[src/rtl/pipe_hazard_ctrl_pkg.sv]
// Shared pipeline definitions: hazard FSM states, default geometry, and the
// all-zero control bundle that bubbles load into the ID/EX and EX/MEM registers.
package pipe_hazard_ctrl_pkg;

   typedef enum logic {
      RUN      = 1'b0,
      MDU_BUSY = 1'b1
   } hz_state_t;

   localparam int unsigned MDU_LATENCY_DEF = 4;
   localparam int unsigned CNT_W_DEF       = 16;

   // Control fields carried down the pipe; a bubble loads CTRL_NOP.
   typedef struct packed {
      logic       regwrite;
      logic       memread;
      logic       memwrite;
      logic       memtoreg;
      logic       branch;
      logic       alusrc;
      logic [1:0] aluop;
   } pipe_ctrl_t;

   localparam pipe_ctrl_t CTRL_NOP = '0;

   // Load in EX writes a register that the instruction in ID is about to read.
   function automatic logic load_use_hit(
      input logic       memread,
      input logic [4:0] ld_rt,
      input logic [4:0] rs,
      input logic [4:0] rt,
      input logic       uses_rs,
      input logic       uses_rt
   );
      return memread && (ld_rt != 5'd0) &&
             ((uses_rs && (rs == ld_rt)) || (uses_rt && (rt == ld_rt)));
   endfunction

endpackage

[src/rtl/pipe_hazard_ctrl_sat_counter.sv]
// Saturating event counter for pipeline debug statistics.
module sat_counter
   import pipe_hazard_ctrl_pkg::*;
#(
   parameter int unsigned CNT_W = CNT_W_DEF
) (
   input  logic             clk,
   input  logic             reset_n,
   input  logic             inc,
   input  logic             clear,
   output logic [CNT_W-1:0] count
);

   // Count events, sticking at all-ones instead of wrapping.
   always_ff @(posedge clk or negedge reset_n) begin
      if (!reset_n) begin
         count <= '0;
      end else if (clear) begin
         count <= '0;
      end else if (inc && (count != '1)) begin
         count <= count + CNT_W'(1);
      end
   end

endmodule

[src/rtl/pipe_hazard_ctrl.sv]
// Hazard / pipeline-control unit: load-use stalls, multi-cycle MDU stalls,
// taken-branch flushes, plus saturating stall/flush debug counters.
module pipe_hazard_ctrl
   import pipe_hazard_ctrl_pkg::*;
#(
   parameter int unsigned MDU_LATENCY = MDU_LATENCY_DEF,
   parameter int unsigned CNT_W       = CNT_W_DEF
) (
   input  logic             clk,
   input  logic             reset_n,
   input  logic [4:0]       id_rs,
   input  logic [4:0]       id_rt,
   input  logic             id_uses_rs,
   input  logic             id_uses_rt,
   input  logic             ex_memread,
   input  logic [4:0]       ex_rt,
   input  logic             ex_mdu_start,
   input  logic             ex_branch_taken,
   output logic             pc_write,
   output logic             ifid_write,
   output logic             ifid_flush,
   output logic             idex_write,
   output logic             idex_bubble,
   output logic             exmem_bubble,
   output logic             mdu_busy,
   output logic [CNT_W-1:0] stall_cnt,
   output logic [CNT_W-1:0] flush_cnt
);

   localparam int unsigned LW = $clog2(MDU_LATENCY) + 1;

   hz_state_t   state;
   logic [LW-1:0] mdu_left;
   logic        load_use;

   assign load_use = load_use_hit(ex_memread, ex_rt, id_rs, id_rt,
                                  id_uses_rs, id_uses_rt);

   // Hazard FSM: a RUN-state MDU start (not pre-empted by a branch) holds the
   // pipe for MDU_LATENCY-1 further cycles; mdu_busy is registered with state.
   always_ff @(posedge clk or negedge reset_n) begin
      if (!reset_n) begin
         state    <= RUN;
         mdu_left <= '0;
         mdu_busy <= 1'b0;
      end else begin
         case (state)
            RUN: begin
               if (!ex_branch_taken && ex_mdu_start) begin
                  state    <= MDU_BUSY;
                  mdu_left <= LW'(MDU_LATENCY - 1);
                  mdu_busy <= 1'b1;
               end
            end
            MDU_BUSY: begin
               mdu_left <= mdu_left - LW'(1);
               if (mdu_left == LW'(1)) begin
                  state    <= RUN;
                  mdu_busy <= 1'b0;
               end
            end
            default: begin
               state    <= RUN;
               mdu_busy <= 1'b0;
            end
         endcase
      end
   end

   // Pipeline enables/bubbles from state and current EX/ID contents; while
   // reset is held the pipe free-runs regardless of the hazard inputs.
   always_comb begin
      pc_write     = 1'b1;
      ifid_write   = 1'b1;
      ifid_flush   = 1'b0;
      idex_write   = 1'b1;
      idex_bubble  = 1'b0;
      exmem_bubble = 1'b0;
      if (reset_n) begin
         if (state == MDU_BUSY) begin
            pc_write     = 1'b0;
            ifid_write   = 1'b0;
            idex_write   = 1'b0;
            exmem_bubble = 1'b1;
         end else if (ex_branch_taken) begin
            ifid_flush  = 1'b1;
            idex_bubble = 1'b1;
         end else if (ex_mdu_start) begin
            pc_write     = 1'b0;
            ifid_write   = 1'b0;
            idex_write   = 1'b0;
            exmem_bubble = 1'b1;
         end else if (load_use) begin
            pc_write    = 1'b0;
            ifid_write  = 1'b0;
            idex_bubble = 1'b1;
         end
      end
   end

   sat_counter #(.CNT_W(CNT_W)) u_stall_cnt (
      .clk     (clk),
      .reset_n (reset_n),
      .inc     (~pc_write),
      .clear   (1'b0),
      .count   (stall_cnt)
   );

   sat_counter #(.CNT_W(CNT_W)) u_flush_cnt (
      .clk     (clk),
      .reset_n (reset_n),
      .inc     (ifid_flush),
      .clear   (1'b0),
      .count   (flush_cnt)
   );

endmodule

[config.mk]
export PLATFORM = sky130hd
export DESIGN_NAME = pipe_hazard_ctrl
export DESIGN_NICKNAME = d
export VERILOG_FILES = /design/src/rtl/pipe_hazard_ctrl_pkg.sv /design/src/rtl/pipe_hazard_ctrl_sat_counter.sv /design/src/rtl/pipe_hazard_ctrl.sv
export SDC_FILE = /design/constraint.sdc
export NUM_CORES = 1
export LEC_CHECK = 0
export BUFFER_PORTS_ARGS = -buffer_cell sky130_fd_sc_hd__buf_2
export CAP_MARGIN = 0
export CORE_ASPECT_RATIO = 0.5
export CORE_MARGIN = 1.5
export CORE_UTILIZATION = 31
export DETAILED_ROUTE_END_ITERATION = 7
export SKIP_LAST_GASP = 1
export SLEW_MARGIN = 20
export SYNTH_ARGS = -nofsm -noshare
export SYNTH_HDL_FRONTEND = slang
export SYNTH_HIERARCHICAL = 1
export SYNTH_SLANG_ARGS = --single-unit
[constraint.sdc]
create_clock -name clk -period 2.7 [get_ports clk]
set_clock_uncertainty 0.2 [all_clocks]
set_input_delay 0.135 -clock clk [delete_from_list [all_inputs] [get_ports clk]]
set_output_delay 0.135 -clock clk [all_outputs]
set_load 0.02 [all_outputs]
==> results of run 1 <==
[routing by layer]
| layer | wire length (µm) | vias to the layer above | GRT usage, % |
|---|---|---|---|
| met5 | 0 | - | 0 |
| met4 | 34 | 0 | 4.261 |
| met3 | 171 | 5 | 3.518 |
| met2 | 2863 | 33 | 24.46 |
| met1 | 2782 | 1066 | 19.85 |
| li1 | - | 1073 | - |
[logic make-up after synthesis]
| logic type | after synthesis | share of synthesized area (%) |
|---|---|---|
| multiplexers | 8 | 3.867 |
| XOR/XNOR | 11 | 4.136 |
| AO/OA/AOI/OAI | 60 | 16.54 |
| flip-flops | 37 | 39.74 |
| AND/OR/NAND/NOR | 103 | 28.89 |
| other | 1 | 0.1610 |
| adder cells (fa/ha/maj) | 4 | 2.148 |
| buffers and inverters | 23 | 4.511 |
[cell usage after synthesis]
master / instances / area, µm²
o21ai_2: 1 / 8.760
nand3b_1: 2 / 15.01
a32oi_1: 1 / 8.760
xor2_1: 9 / 78.83
o31ai_1: 16 / 120.1
or4b_1: 1 / 10.01
nor2_1: 10 / 37.54
buf_6: 2 / 22.52
nor4_4: 2 / 42.54
ha_1: 4 / 50.05
or4_1: 11 / 82.58
and4_2: 4 / 40.04
nand3_1: 6 / 30.03
or3_1: 4 / 25.02
conb_1: 1 / 3.750
o211ai_2: 2 / 25.02
nor4_1: 9 / 56.30
nand2_1: 13 / 48.80
or4_2: 4 / 35.03
inv_1: 11 / 41.29
nor2b_1: 9 / 56.30
clkbuf_1: 9 / 33.78
a21oi_1: 24 / 120.1
o21ai_0: 5 / 25.02
dfrtp_1: 37 / 925.9
a31oi_1: 1 / 6.260
nand4_1: 12 / 75.07
and3b_1: 1 / 8.760
a211oi_2: 2 / 25.02
nand2b_1: 1 / 6.260
o31a_1: 1 / 8.760
and3_1: 4 / 25.02
nor3_1: 4 / 20.02
nor4_2: 1 / 12.51
xnor2_1: 2 / 17.52
buf_4: 1 / 7.510
nand4_2: 2 / 25.02
or3_2: 2 / 15.01
o21bai_1: 1 / 7.510
o21ai_1: 6 / 30.03
and2_0: 1 / 6.260
mux2_1: 8 / 90.09
[worst register-to-register path, delay by kind of cell, from the launching register on]
kind	cells	cell delay, ns
and+or+nand+nor	3	1.09
adders and majority gates	1	0.25
DFF	1	0.43
muxes	1	0.35
[layout make-up]
class	count	share of cell area (%)
repair buffers	66	12.05
inverters	11	1.430
clock buffers	7	4.939
multi-input cells	190	45.36
well taps	96	4.159
flip-flops and latches	37	32.06
[cells in the final DEF (no fill, tap or decap), types with 4 or more instances in the layout]
master      n
nor4_1      9
and3_1      4
or4_2       4
a21oi_1    24
inv_1      10
nor2b_1     9
xor2_1      9
ha_1        4
o31ai_1    16
or3_1       4
dfrtp_1    37
nand3_1     6
o21ai_0     5
conb_1      4
nand4_1    12
nand2_1    13
o21ai_1     6
mux2_1      8
buf_2      60
or4_1      11
nor2_1     10
and4_2      4
nor3_1      4
buf_4       5
clkbuf_16   5
[power breakdown]
group | internal (mW) | leakage, nW | total, mW | switching, mW
combinational | 0.115 | 0.748 | 0.305 | 0.191
sequential | 0.599 | 0.502 | 0.651 | 0.0522
clock | 0.362 | 0.0700 | 0.570 | 0.208
[worst min-delay path by stage]
stage	slack, ns	endpoint	cells after the start
floorplan	-0.36	mdu_busy$_DFFE_PN0P_	0
global placement	-0.22	mdu_busy$_DFFE_PN0P_	1
detailed placement	-0.21	u_flush_cnt/count[2]$_DFFE_PN0P_	1
CTS	0.03	state$_DFF_PN0_	4
global route	0.06	state$_DFF_PN0_	4
finish	0.03	state$_DFF_PN0_	4
[metrics by stage]
step                power, mW  area (µm²)
finish                  1.526        2888
global placement       0.9495        2735
global route            1.608        2888
detailed placement     0.9628        2735
CTS                     1.542        2888
floorplan              0.8600        2341
[state kept, by name (all words and copies together), names as in the netlist]
name	flops
mdu_busy	1
state	1
mdu_left	3
u_flush_cnt/count	16
u_stall_cnt/count	16
[what timing repair did]
action / 4_1_cts / 5_1_grt
resized for setup: 0 / 1
hold endpoints to repair: 37 / 0
hold buffers: 1 / 0
buffers inserted: 0 / 0
setup endpoints to repair: 0 / 5
==> flow_results.xml, run 1 <==
<?xml version="1.0" encoding="UTF-8"?>
<metrics>
  <group name="setup_path">
    <metric name="crit_path_top_delay_cell" unit="">or4_2</metric>
    <metric name="critical-path-max-stage-delay" unit="ns">0.68</metric>
    <metric name="crit_path_max_fanout" unit="">22</metric>
    <metric name="cp_num_buf_inv" unit="">3</metric>
    <metric name="cp_cell_sequence" unit="">dlygate4sd3_1 &gt; buf_2 &gt; nand2b_1 &gt; o31ai_1 &gt; inv_2 &gt; or4_2 &gt; a21oi_1</metric>
    <metric name="critPathRequiredTime" unit="ns">2.70</metric>
    <metric name="critPathCaptureType" unit="">flip-flop</metric>
    <metric name="cp-startpoint" unit="">reset_n</metric>
    <metric name="worst_r2r_path_depth" unit="">5</metric>
    <metric name="r2r_end" unit="">u_flush_cnt/count[15]$_DFFE_PN0P_</metric>
    <metric name="worstSetupStartpointType" unit="">primary input</metric>
    <metric name="cp_num_cells" unit="">7</metric>
    <metric name="worst_ep_arrival_time" unit="ns">2.47</metric>
    <metric name="worst_path_dominant_cell_family" unit="">buffers and inverters</metric>
    <metric name="timing.reg2reg.setup_slack" unit="ns">0.27</metric>
    <metric name="critical_path.reg2reg.startpoint" unit="">u_flush_cnt/count[0]$_DFFE_PN0P_</metric>
    <metric name="cp-endpoint" unit="">u_stall_cnt/count[3]$_DFFE_PN0P_</metric>
    <metric name="worstSetupPathType" unit="">in2reg</metric>
  </group>
  <group name="floorplan">
    <metric name="placeableCoreArea" unit="µm²">7295</metric>
    <metric name="num_rows" unit="">22</metric>
    <metric name="floorplan_die_width" unit="µm">125.6</metric>
    <metric name="io_pins" unit="">61</metric>
    <metric name="initial_utilization" unit="%">31.94</metric>
    <metric name="die_area" unit="µm²">8076</metric>
    <metric name="die_h" unit="µm">64.30</metric>
  </group>
  <group name="global_routing">
    <metric name="grt_first_pass_wirelength" unit="mm">9.977</metric>
    <metric name="global_route.usage.total" unit="%">14.96</metric>
    <metric name="number_of_antenna_violations_at_the_first_check_in_global_routing" unit="">0</metric>
    <metric name="grt_start_max_net_pins" unit="">34</metric>
    <metric name="number_of_global_route_vias_before_repair" unit="">2063</metric>
    <metric name="gr-total-overflow" unit="">0</metric>
  </group>
  <group name="detailed_routing">
    <metric name="drt-initial-drc-count" unit="">130</metric>
    <metric name="remaining_antenna_violation_count" unit="">0</metric>
    <metric name="detail_route.vias_per_cell" unit="">5.349</metric>
    <metric name="length_of_the_first_detailed_routing_pass_in_iterations" unit="">4</metric>
    <metric name="drc_errors" unit="">0</metric>
    <metric name="detail_route.wirelength" unit="mm">5.851</metric>
    <metric name="detail_route.wl_per_cell" unit="µm">14.38</metric>
    <metric name="routed_via_count" unit="">2177</metric>
  </group>
  <group name="placement">
    <metric name="placedCellCount" unit="">399</metric>
    <metric name="placer_congestion" unit="">0.8449</metric>
    <metric name="detailedPlacementHpwl" unit="mm">4.133</metric>
    <metric name="place.port_buffers" unit="">60</metric>
    <metric name="dp_worst_setup_slack" unit="ns">-0.05066</metric>
  </group>
  <group name="final_layout">
    <metric name="multi_input_comb_area" unit="µm²">1310</metric>
    <metric name="final_core_utilization" unit="%">39.59</metric>
    <metric name="antenna_cells_inserted" unit="">0</metric>
    <metric name="final.fill_count" unit="">709</metric>
    <metric name="register_cell_area_after_layout" unit="µm²">925.9</metric>
    <metric name="drive_gt1_share" unit="%">29.58</metric>
    <metric name="finalNonFillerCells" unit="">407</metric>
    <metric name="areaGrowthSynthToFinish" unit="%">23.95</metric>
    <metric name="final_net_count" unit="">337</metric>
  </group>
  <group name="sta">
    <metric name="rsz0062_at_grt" unit="">false</metric>
    <metric name="worst_hold_slack_after_final_layout" unit="ns">0.03312</metric>
    <metric name="setup_viol" unit="">0</metric>
    <metric name="worst_slack" unit="ns">0.2301</metric>
    <metric name="clock.fmax" unit="MHz">404.9</metric>
    <metric name="fin_crit" unit="ns">2.470</metric>
    <metric name="worstMarginPinSlew" unit="ns">0.7864</metric>
    <metric name="hold_viol" unit="">0</metric>
    <metric name="slew-limit-headroom" unit="%">47.18</metric>
    <metric name="final_period_util" unit="%">91.48</metric>
    <metric name="tns" unit="ns">0</metric>
    <metric name="finalMaxSlewViolations" unit="">0</metric>
  </group>
  <group name="cts">
    <metric name="clk_latency" unit="ns">0.28</metric>
    <metric name="clockBufferDepth" unit="">2</metric>
    <metric name="clock_sink_count" unit="">37</metric>
    <metric name="tritoncts_clock_tree" unit="">yes</metric>
    <metric name="ctsRootBufferMaster" unit="">clkbuf_16</metric>
    <metric name="cts.reportedPaths.clkPinSlew" unit="ns">0.05</metric>
    <metric name="cts-htree-levels" unit="">2</metric>
    <metric name="cts_buffers" unit="">5</metric>
  </group>
  <group name="synth">
    <metric name="yosys_warnings" unit="">6</metric>
    <metric name="postSynthCellCount" unit="">247</metric>
    <metric name="sequential_element_share_of_the_synthesized_area" unit="%">39.74</metric>
    <metric name="postSynthRegisterBits" unit="">37</metric>
    <metric name="post_synth_design_cell_area" unit="µm²">2330</metric>
    <metric name="syn_area_per_cell" unit="µm²">9.432</metric>
    <metric name="synth_cell_types" unit="">42</metric>
  </group>
  <group name="power">
    <metric name="power.static_leakage" unit="nW">1.321</metric>
    <metric name="power.density_cell_area" unit="nW/µm²">528.5</metric>
    <metric name="maximum_vdd_drop" unit="mV">0.2934</metric>
  </group>
  <group name="worst_hold_path">
    <metric name="launch_instance_of_the_worst_min_delay_path" unit="">ex_branch_taken</metric>
    <metric name="holdCritPathClass" unit="">in2reg</metric>
  </group>
  <group name="status">
    <metric name="outcome" unit="">complete, no violations</metric>
  </group>
  <group name="job">
    <metric name="drv_cap" unit="">0</metric>
  </group>
</metrics>
No activity file was read; power rests on OpenSTA's default activity.
==> inputs of run 2 (changes only) <==
--- a/config.mk
+++ b/config.mk
@@ -11,6 +11,7 @@
 export CORE_MARGIN = 1.5
 export CORE_UTILIZATION = 31
 export DETAILED_ROUTE_END_ITERATION = 7
+export SETUP_SLACK_MARGIN = 0.5
 export SKIP_LAST_GASP = 1
 export SLEW_MARGIN = 20
 export SYNTH_ARGS = -nofsm -noshare
==> constraint.sdc (replaced) <==
create_clock -name clk -period 3.1 [get_ports clk]
set_clock_uncertainty 0.2 [all_clocks]
set_input_delay 0.155 -clock clk [delete_from_list [all_inputs] [get_ports clk]]
set_output_delay 0.155 -clock clk [all_outputs]
set_load 0.02 [all_outputs]
==> run 2 against run 1 <==
Against the previous run:
- combinational power down 12%
- sequential cell count unchanged
- total power down 14%
- worst setup slack better by 0.48 ns
- clock power down 15%
- design area down 0.22%
- first-iteration DRC count down 9.2%
- register-to-register slack better by 0.44 ns
- routed wire length down 2.9%
- core utilization down 0.086 points
- via count down 2.8%
- global-route usage down 0.20 points
- critical path type is now reg2reg
- largest cell class unchanged
- highest routed layer unchanged
==> flow_results.xml, run 2 (synthesis gave the netlist of run 1 again) <==
<?xml version="1.0" encoding="UTF-8"?>
<metrics>
  <group name="global_routing">
    <metric name="number_of_antenna_violations_at_the_first_check_in_global_routing" unit="">0</metric>
    <metric name="grt_start_max_net_pins" unit="">32</metric>
    <metric name="global_route.usage.total" unit="%">14.75</metric>
    <metric name="gr-total-overflow" unit="">0</metric>
    <metric name="number_of_global_route_vias_before_repair" unit="">2080</metric>
    <metric name="grt_first_pass_wirelength" unit="mm">9.873</metric>
  </group>
  <group name="setup_path">
    <metric name="worstSetupPathType" unit="">reg2reg</metric>
    <metric name="critPathCaptureType" unit="">flip-flop</metric>
    <metric name="worst_ep_arrival_time" unit="ns">2.40</metric>
    <metric name="crit_path_max_fanout" unit="">22</metric>
    <metric name="worstSetupStartpointType" unit="">flip-flop</metric>
    <metric name="critPathRequiredTime" unit="ns">3.10</metric>
  </group>
  <group name="floorplan">
    <metric name="die_area" unit="µm²">8076</metric>
    <metric name="num_rows" unit="">22</metric>
    <metric name="floorplan_die_width" unit="µm">125.6</metric>
    <metric name="placeableCoreArea" unit="µm²">7295</metric>
    <metric name="die_h" unit="µm">64.30</metric>
    <metric name="initial_utilization" unit="%">31.94</metric>
    <metric name="io_pins" unit="">61</metric>
  </group>
  <group name="cts">
    <metric name="cts-htree-levels" unit="">2</metric>
    <metric name="cts_buffers" unit="">5</metric>
    <metric name="tritoncts_clock_tree" unit="">yes</metric>
    <metric name="clockBufferDepth" unit="">2</metric>
    <metric name="cts.reportedPaths.clkPinSlew" unit="ns">0.06</metric>
    <metric name="clk_latency" unit="ns">0.27</metric>
    <metric name="clock_sink_count" unit="">37</metric>
    <metric name="ctsRootBufferMaster" unit="">clkbuf_16</metric>
  </group>
  <group name="sta">
    <metric name="fin_crit" unit="ns">2.391</metric>
    <metric name="finalMaxSlewViolations" unit="">0</metric>
    <metric name="hold_viol" unit="">0</metric>
    <metric name="worstMarginPinSlew" unit="ns">0.5717</metric>
    <metric name="slew-limit-headroom" unit="%">61.84</metric>
    <metric name="setup_viol" unit="">0</metric>
    <metric name="final_period_util" unit="%">77.13</metric>
    <metric name="tns" unit="ns">0</metric>
    <metric name="rsz0062_at_grt" unit="">false</metric>
    <metric name="clock.fmax" unit="MHz">418.2</metric>
  </group>
  <group name="placement">
    <metric name="place.port_buffers" unit="">60</metric>
    <metric name="detailedPlacementHpwl" unit="mm">4.076</metric>
    <metric name="placer_congestion" unit="">0.8594</metric>
    <metric name="placedCellCount" unit="">397</metric>
  </group>
  <group name="final_layout">
    <metric name="finalNonFillerCells" unit="">407</metric>
    <metric name="layout.cells.most_common" unit="">buf_2</metric>
    <metric name="final_net_count" unit="">336</metric>
    <metric name="layout.cells.most_common_list" unit="">60 x buf_2, 37 x dfrtp_1, 24 x a21oi_1</metric>
    <metric name="antenna_cells_inserted" unit="">0</metric>
    <metric name="drive_gt1_share" unit="%">29.90</metric>
    <metric name="layout_top_registers" unit="">u_flush_cnt/count x16, u_stall_cnt/count x16, mdu_left x3</metric>
    <metric name="final.fill_count" unit="">726</metric>
    <metric name="areaGrowthSynthToFinish" unit="%">23.68</metric>
  </group>
  <group name="status">
    <metric name="outcome" unit="">complete, no violations</metric>
  </group>
  <group name="detailed_routing">
    <metric name="remaining_antenna_violation_count" unit="">0</metric>
    <metric name="length_of_the_first_detailed_routing_pass_in_iterations" unit="">4</metric>
    <metric name="drc_errors" unit="">0</metric>
    <metric name="detail_route.wirelength" unit="mm">5.682</metric>
    <metric name="routed_via_count" unit="">2116</metric>
    <metric name="drt-initial-drc-count" unit="">118</metric>
    <metric name="detail_route.wl_per_cell" unit="µm">13.96</metric>
    <metric name="detail_route.vias_per_cell" unit="">5.199</metric>
  </group>
  <group name="power">
    <metric name="power.static_leakage" unit="nW">1.318</metric>
    <metric name="power.density_cell_area" unit="nW/µm²">457.2</metric>
    <metric name="maximum_vdd_drop" unit="mV">0.2842</metric>
  </group>
  <group name="worst_hold_path">
    <metric name="holdCritPathClass" unit="">in2reg</metric>
  </group>
  <group name="job">
    <metric name="drv_cap" unit="">0</metric>
  </group>
</metrics>
run 2: cell types whose count changed in the layout (fill, tap and decap cells not counted):
cell	delta
clkinv_2	+2
buf_4	-1
clkbuf_8	-1
o31ai_1	-1
o31ai_2	+1
run 2: path summary, 6_finish.rpt:
check,start,endpoint,slack (ns),depth (start not counted)
worst max register to register,state$_DFF_PN0_,u_flush_cnt/count[3]$_DFFE_PN0P_,0.71,4
worst min register to register,mdu_left[0]$_DFFE_PN0N_,mdu_left[0]$_DFFE_PN0N_,0.32,1
worst min-delay path,ex_branch_taken,state$_DFF_PN0_,0.07,4
min in group asynchronous,reset_n,u_flush_cnt/count[0]$_DFFE_PN0P_,0.19,2
worst max-delay path,state$_DFF_PN0_,u_flush_cnt/count[3]$_DFFE_PN0P_,0.71,4
max in group asynchronous,reset_n,u_stall_cnt/count[6]$_DFFE_PN0P_,1.77,3
run 2: critical path: stages (launching register included):
cell     delay [ns]
dfrtp_1        0.49
and3b_1        0.42
inv_1          0.33
or4_2          0.72
a21oi_1        0.16
run 2: final cells by class:
type                            count  area, µm²  area share (%)
Tap cell                           96      120.1           4.168
Sequential cell                    37      925.9           32.13
Timing Repair Buffer               65      340.3           11.81
Clock buffer                        6      128.9           4.472
Clock inverter                      2      10.01          0.3474
Inverter                           11      41.29           1.433
Multi-Input combinational cell    190       1315           45.64
run 2: per-layer routing:
metal,track usage (%),share of wire (%)
met5,0,0
met4,2.983,0.70
met3,3.434,3.0
met2,25.20,47
met1,19.24,49
run 2: repair_timing:
action,in CTS,in global routing
buffers inserted,0,1
endpoints found under the setup margin,4,11
hold endpoints to repair,37,0
pin swaps,0,1
cloned,0,0
hold buffers,1,0
gates resized for setup,1,1
run 2: power by group:
part	switching (mW)	total [mW]	leakage (nW)	internal (mW)
clock network	0.187	0.482	0.0706	0.295
logic	0.169	0.268	0.745	0.0994
registers	0.0453	0.567	0.502	0.522
run 2: through the flow:
step / util [%] / hold slack [ns] / power (mW) / worst slack, ns / instance area [µm²]
after floorplan: - / -0.3406 / 0.7490 / 0.6412 / 2341
after global routing: 39.50 / 0.1170 / 1.394 / 0.6337 / 2882
final: 39.50 / 0.07092 / 1.317 / 0.7090 / 2882
after CTS: 39.33 / 0.06714 / 1.329 / 0.5431 / 2869
after global placement: 37.29 / -0.1742 / 0.8208 / 0.2569 / 2720
after detailed placement: 37.29 / -0.1660 / 0.8359 / 0.1327 / 2720
==> inputs of run 3 (changes only) <==
==> constraint.sdc (replaced) <==
create_clock -name clk -period 2 [get_ports clk]
set_clock_uncertainty 0.2 [all_clocks]
set_input_delay 0.1 -clock clk [delete_from_list [all_inputs] [get_ports clk]]
set_output_delay 0.1 -clock clk [all_outputs]
set_load 0.02 [all_outputs]
==> run 3 against run 2 <==
Against the previous run:
- sequential share of layout area down 8.5 points
- core utilization up 16 points
- worst setup slack worse by 0.71 ns
==> flow_results.xml, run 3 (synthesis gave the netlist of run 1 again) <==
<?xml version="1.0" encoding="UTF-8"?>
<metrics>
  <group name="status">
    <metric name="outcome" unit="">complete, no violations</metric>
  </group>
  <group name="setup_path">
    <metric name="worstSetupPathType" unit="">in2out</metric>
    <metric name="r2r_end" unit="">u_stall_cnt/count[15]$_DFFE_PN0P_</metric>
    <metric name="critical_path.most_common_cell" unit="">buf_4</metric>
    <metric name="worst_ep_arrival_time" unit="ns">1.70</metric>
    <metric name="worstSetupStartpointType" unit="">primary input</metric>
    <metric name="timing.reg2reg.setup_slack" unit="ns">0.04</metric>
    <metric name="cp_cell_sequence" unit="">buf_6 &gt; xor2_1 &gt; nor4_2 &gt; a32oi_2 &gt; buf_4 &gt; buf_4 &gt; buf_4 &gt; o31a_1 &gt; buf_6</metric>
    <metric name="critPathRequiredTime" unit="ns">1.70</metric>
    <metric name="critPathCaptureType" unit="">output pin</metric>
    <metric name="crit_path_max_fanout" unit="">2</metric>
    <metric name="critical-path-max-stage-delay" unit="ns">0.32</metric>
    <metric name="crit_path_top_delay_cell" unit="">nor4_2</metric>
    <metric name="worst_r2r_path_depth" unit="">6</metric>
    <metric name="critical_path.reg2reg.startpoint" unit="">u_stall_cnt/count[1]$_DFFE_PN0P_</metric>
  </group>
  <group name="sta">
    <metric name="fin_crit" unit="ns">1.999</metric>
    <metric name="worst_slack" unit="ns">0.001187</metric>
    <metric name="rsz0062_at_grt" unit="">true</metric>
    <metric name="worst_hold_slack_after_final_layout" unit="ns">0.1139</metric>
    <metric name="finalMaxSlewViolations" unit="">0</metric>
    <metric name="final_period_util" unit="%">99.94</metric>
    <metric name="setup_viol" unit="">0</metric>
    <metric name="hold_viol" unit="">0</metric>
    <metric name="clock.fmax" unit="MHz">500.3</metric>
  </group>
  <group name="final_layout">
    <metric name="antenna_cells_inserted" unit="">0</metric>
    <metric name="finalNonFillerCells" unit="">478</metric>
    <metric name="final_core_utilization" unit="%">55.66</metric>
    <metric name="final.fill_count" unit="">631</metric>
    <metric name="layout_top_registers" unit="">u_flush_cnt/count x16, u_stall_cnt/count x16, mdu_left x3</metric>
    <metric name="drive_gt1_share" unit="%">64.66</metric>
    <metric name="areaGrowthSynthToFinish" unit="%">74.27</metric>
    <metric name="final_net_count" unit="">407</metric>
    <metric name="layout.cells.most_common" unit="">buf_4</metric>
    <metric name="fin_area" unit="µm²">4060</metric>
    <metric name="layout.cells.most_common_list" unit="">56 x buf_4, 52 x buf_2, 28 x dfrtp_2</metric>
  </group>
  <group name="worst_hold_path">
    <metric name="holdCritPathClass" unit="">in2reg</metric>
    <metric name="hold-path-cell-count" unit="">5</metric>
    <metric name="launch_instance_of_the_worst_min_delay_path" unit="">ex_branch_taken</metric>
    <metric name="hold_path_end" unit="">state$_DFF_PN0_</metric>
  </group>
  <group name="cts">
    <metric name="ctsRootBufferMaster" unit="">clkbuf_16</metric>
    <metric name="clock_sink_count" unit="">37</metric>
    <metric name="clk_latency" unit="ns">0.28</metric>
    <metric name="cts_buffers" unit="">5</metric>
    <metric name="tritoncts_clock_tree" unit="">yes</metric>
    <metric name="cts.reportedPaths.clkPinSlew" unit="ns">0.05</metric>
    <metric name="cts-htree-levels" unit="">2</metric>
    <metric name="clockBufferDepth" unit="">2</metric>
  </group>
  <group name="placement">
    <metric name="dp_worst_setup_slack" unit="ns">-0.3114</metric>
    <metric name="place.port_buffers" unit="">60</metric>
    <metric name="placedCellCount" unit="">419</metric>
    <metric name="placed_cell_area" unit="µm²">3114</metric>
    <metric name="detailedPlacementHpwl" unit="mm">4.538</metric>
    <metric name="placer_congestion" unit="">0.9097</metric>
  </group>
  <group name="detailed_routing">
    <metric name="length_of_the_first_detailed_routing_pass_in_iterations" unit="">4</metric>
    <metric name="drc_errors" unit="">0</metric>
    <metric name="detail_route.wl_per_cell" unit="µm">15.58</metric>
    <metric name="detail_route.vias_per_cell" unit="">5.333</metric>
    <metric name="drt-initial-drc-count" unit="">135</metric>
    <metric name="detail_route.wirelength" unit="mm">7.447</metric>
    <metric name="remaining_antenna_violation_count" unit="">0</metric>
    <metric name="routed_via_count" unit="">2549</metric>
  </group>
  <group name="global_routing">
    <metric name="global_route.usage.total" unit="%">17.97</metric>
    <metric name="gr-total-overflow" unit="">0</metric>
    <metric name="number_of_antenna_violations_at_the_first_check_in_global_routing" unit="">0</metric>
    <metric name="grt_start_max_net_pins" unit="">30</metric>
    <metric name="grt_first_pass_wirelength" unit="mm">11.74</metric>
    <metric name="number_of_global_route_vias_before_repair" unit="">2458</metric>
  </group>
  <group name="floorplan">
    <metric name="initial_utilization" unit="%">31.94</metric>
    <metric name="io_pins" unit="">61</metric>
    <metric name="floorplan_die_width" unit="µm">125.6</metric>
    <metric name="num_rows" unit="">22</metric>
    <metric name="placeableCoreArea" unit="µm²">7295</metric>
    <metric name="die_h" unit="µm">64.30</metric>
    <metric name="die_area" unit="µm²">8076</metric>
  </group>
  <group name="power">
    <metric name="power.density_cell_area" unit="nW/µm²">583.5</metric>
    <metric name="maximum_vdd_drop" unit="mV">0.3022</metric>
    <metric name="power.static_leakage" unit="nW">1.705</metric>
  </group>
  <group name="job">
    <metric name="drv_cap" unit="">0</metric>
  </group>
</metrics>
-- run 3: worst max path at each step --
| stage | from | to | slack (ns) |
|---|---|---|---|
| 3_5_place_dp | ex_rt[1] | u_stall_cnt/count[15]$_DFFE_PN0P_ | -0.31 |
| 2_1_floorplan | ex_rt[1] | u_stall_cnt/count[2]$_DFFE_PN0P_ | -0.12 |
| 3_3_place_gp | ex_rt[1] | u_stall_cnt/count[15]$_DFFE_PN0P_ | -0.25 |
| 6_report | ex_rt[1] | ifid_write | 0.001 |
| 5_1_grt | ex_rt[1] | u_stall_cnt/count[6]$_DFFE_PN0P_ | -0.12 |
| 4_1_cts | ex_rt[1] | ifid_write | 0.07 |
-- run 3: critical path: cells and delay by family --
family / cells / cell delay, ns
AO/OA/AOI/OAI: 2 / 0.47
buffers and inverters: 5 / 0.64
AND/OR/NAND/NOR: 1 / 0.32
XOR/XNOR: 1 / 0.16
-- run 3: per-stage QoR --
stage | setup TNS (ns) | power [mW]
CTS | 0 | 2.347
global route | -1.172 | 2.504
detailed placement | -3.112 | 1.395
finish | 0 | 2.369
global placement | -2.550 | 1.375
floorplan | -0.7085 | 1.233
-- run 3: final cells by class --
class,count,area (µm²),share of cell area [%]
multi-input combinational,190,1738,42.80
timing repair buffer,136,1059,26.07
sequential,37,960.9,23.67
clock buffer,8,136.4,3.359
tap,96,120.1,2.958
inverter,11,46.29,1.140
-- run 3: timing repair --
action                                  4_1_cts  5_1_grt
gates cloned                                  1        1
hold buffers                                  2        0
endpoints found under the setup margin       36       38
gates resized for setup                      49       40
endpoints found under the hold margin        37        0
pin swaps                                    35       20
buffers inserted                             34       13
-- run 3: metal layers --
metal / up-vias / share of wire, % / track usage (%)
met4: 0 / 1.8 / 5.114
met5: - / 0 / 0
met2: 54 / 51 / 30.77
met3: 14 / 4.1 / 4.271
li1: 1205 / - / -
met1: 1276 / 43 / 22.82
-- run 3: power by group --
group | switching [mW] | internal, mW | total [mW] | leakage [nW]
sequential | 0.0492 | 0.810 | 0.859 | 0.456
combinational | 0.375 | 0.374 | 0.749 | 1.18
clock | 0.297 | 0.464 | 0.761 | 0.0652
total | 0.722 | 1.65 | 2.37 | 1.71
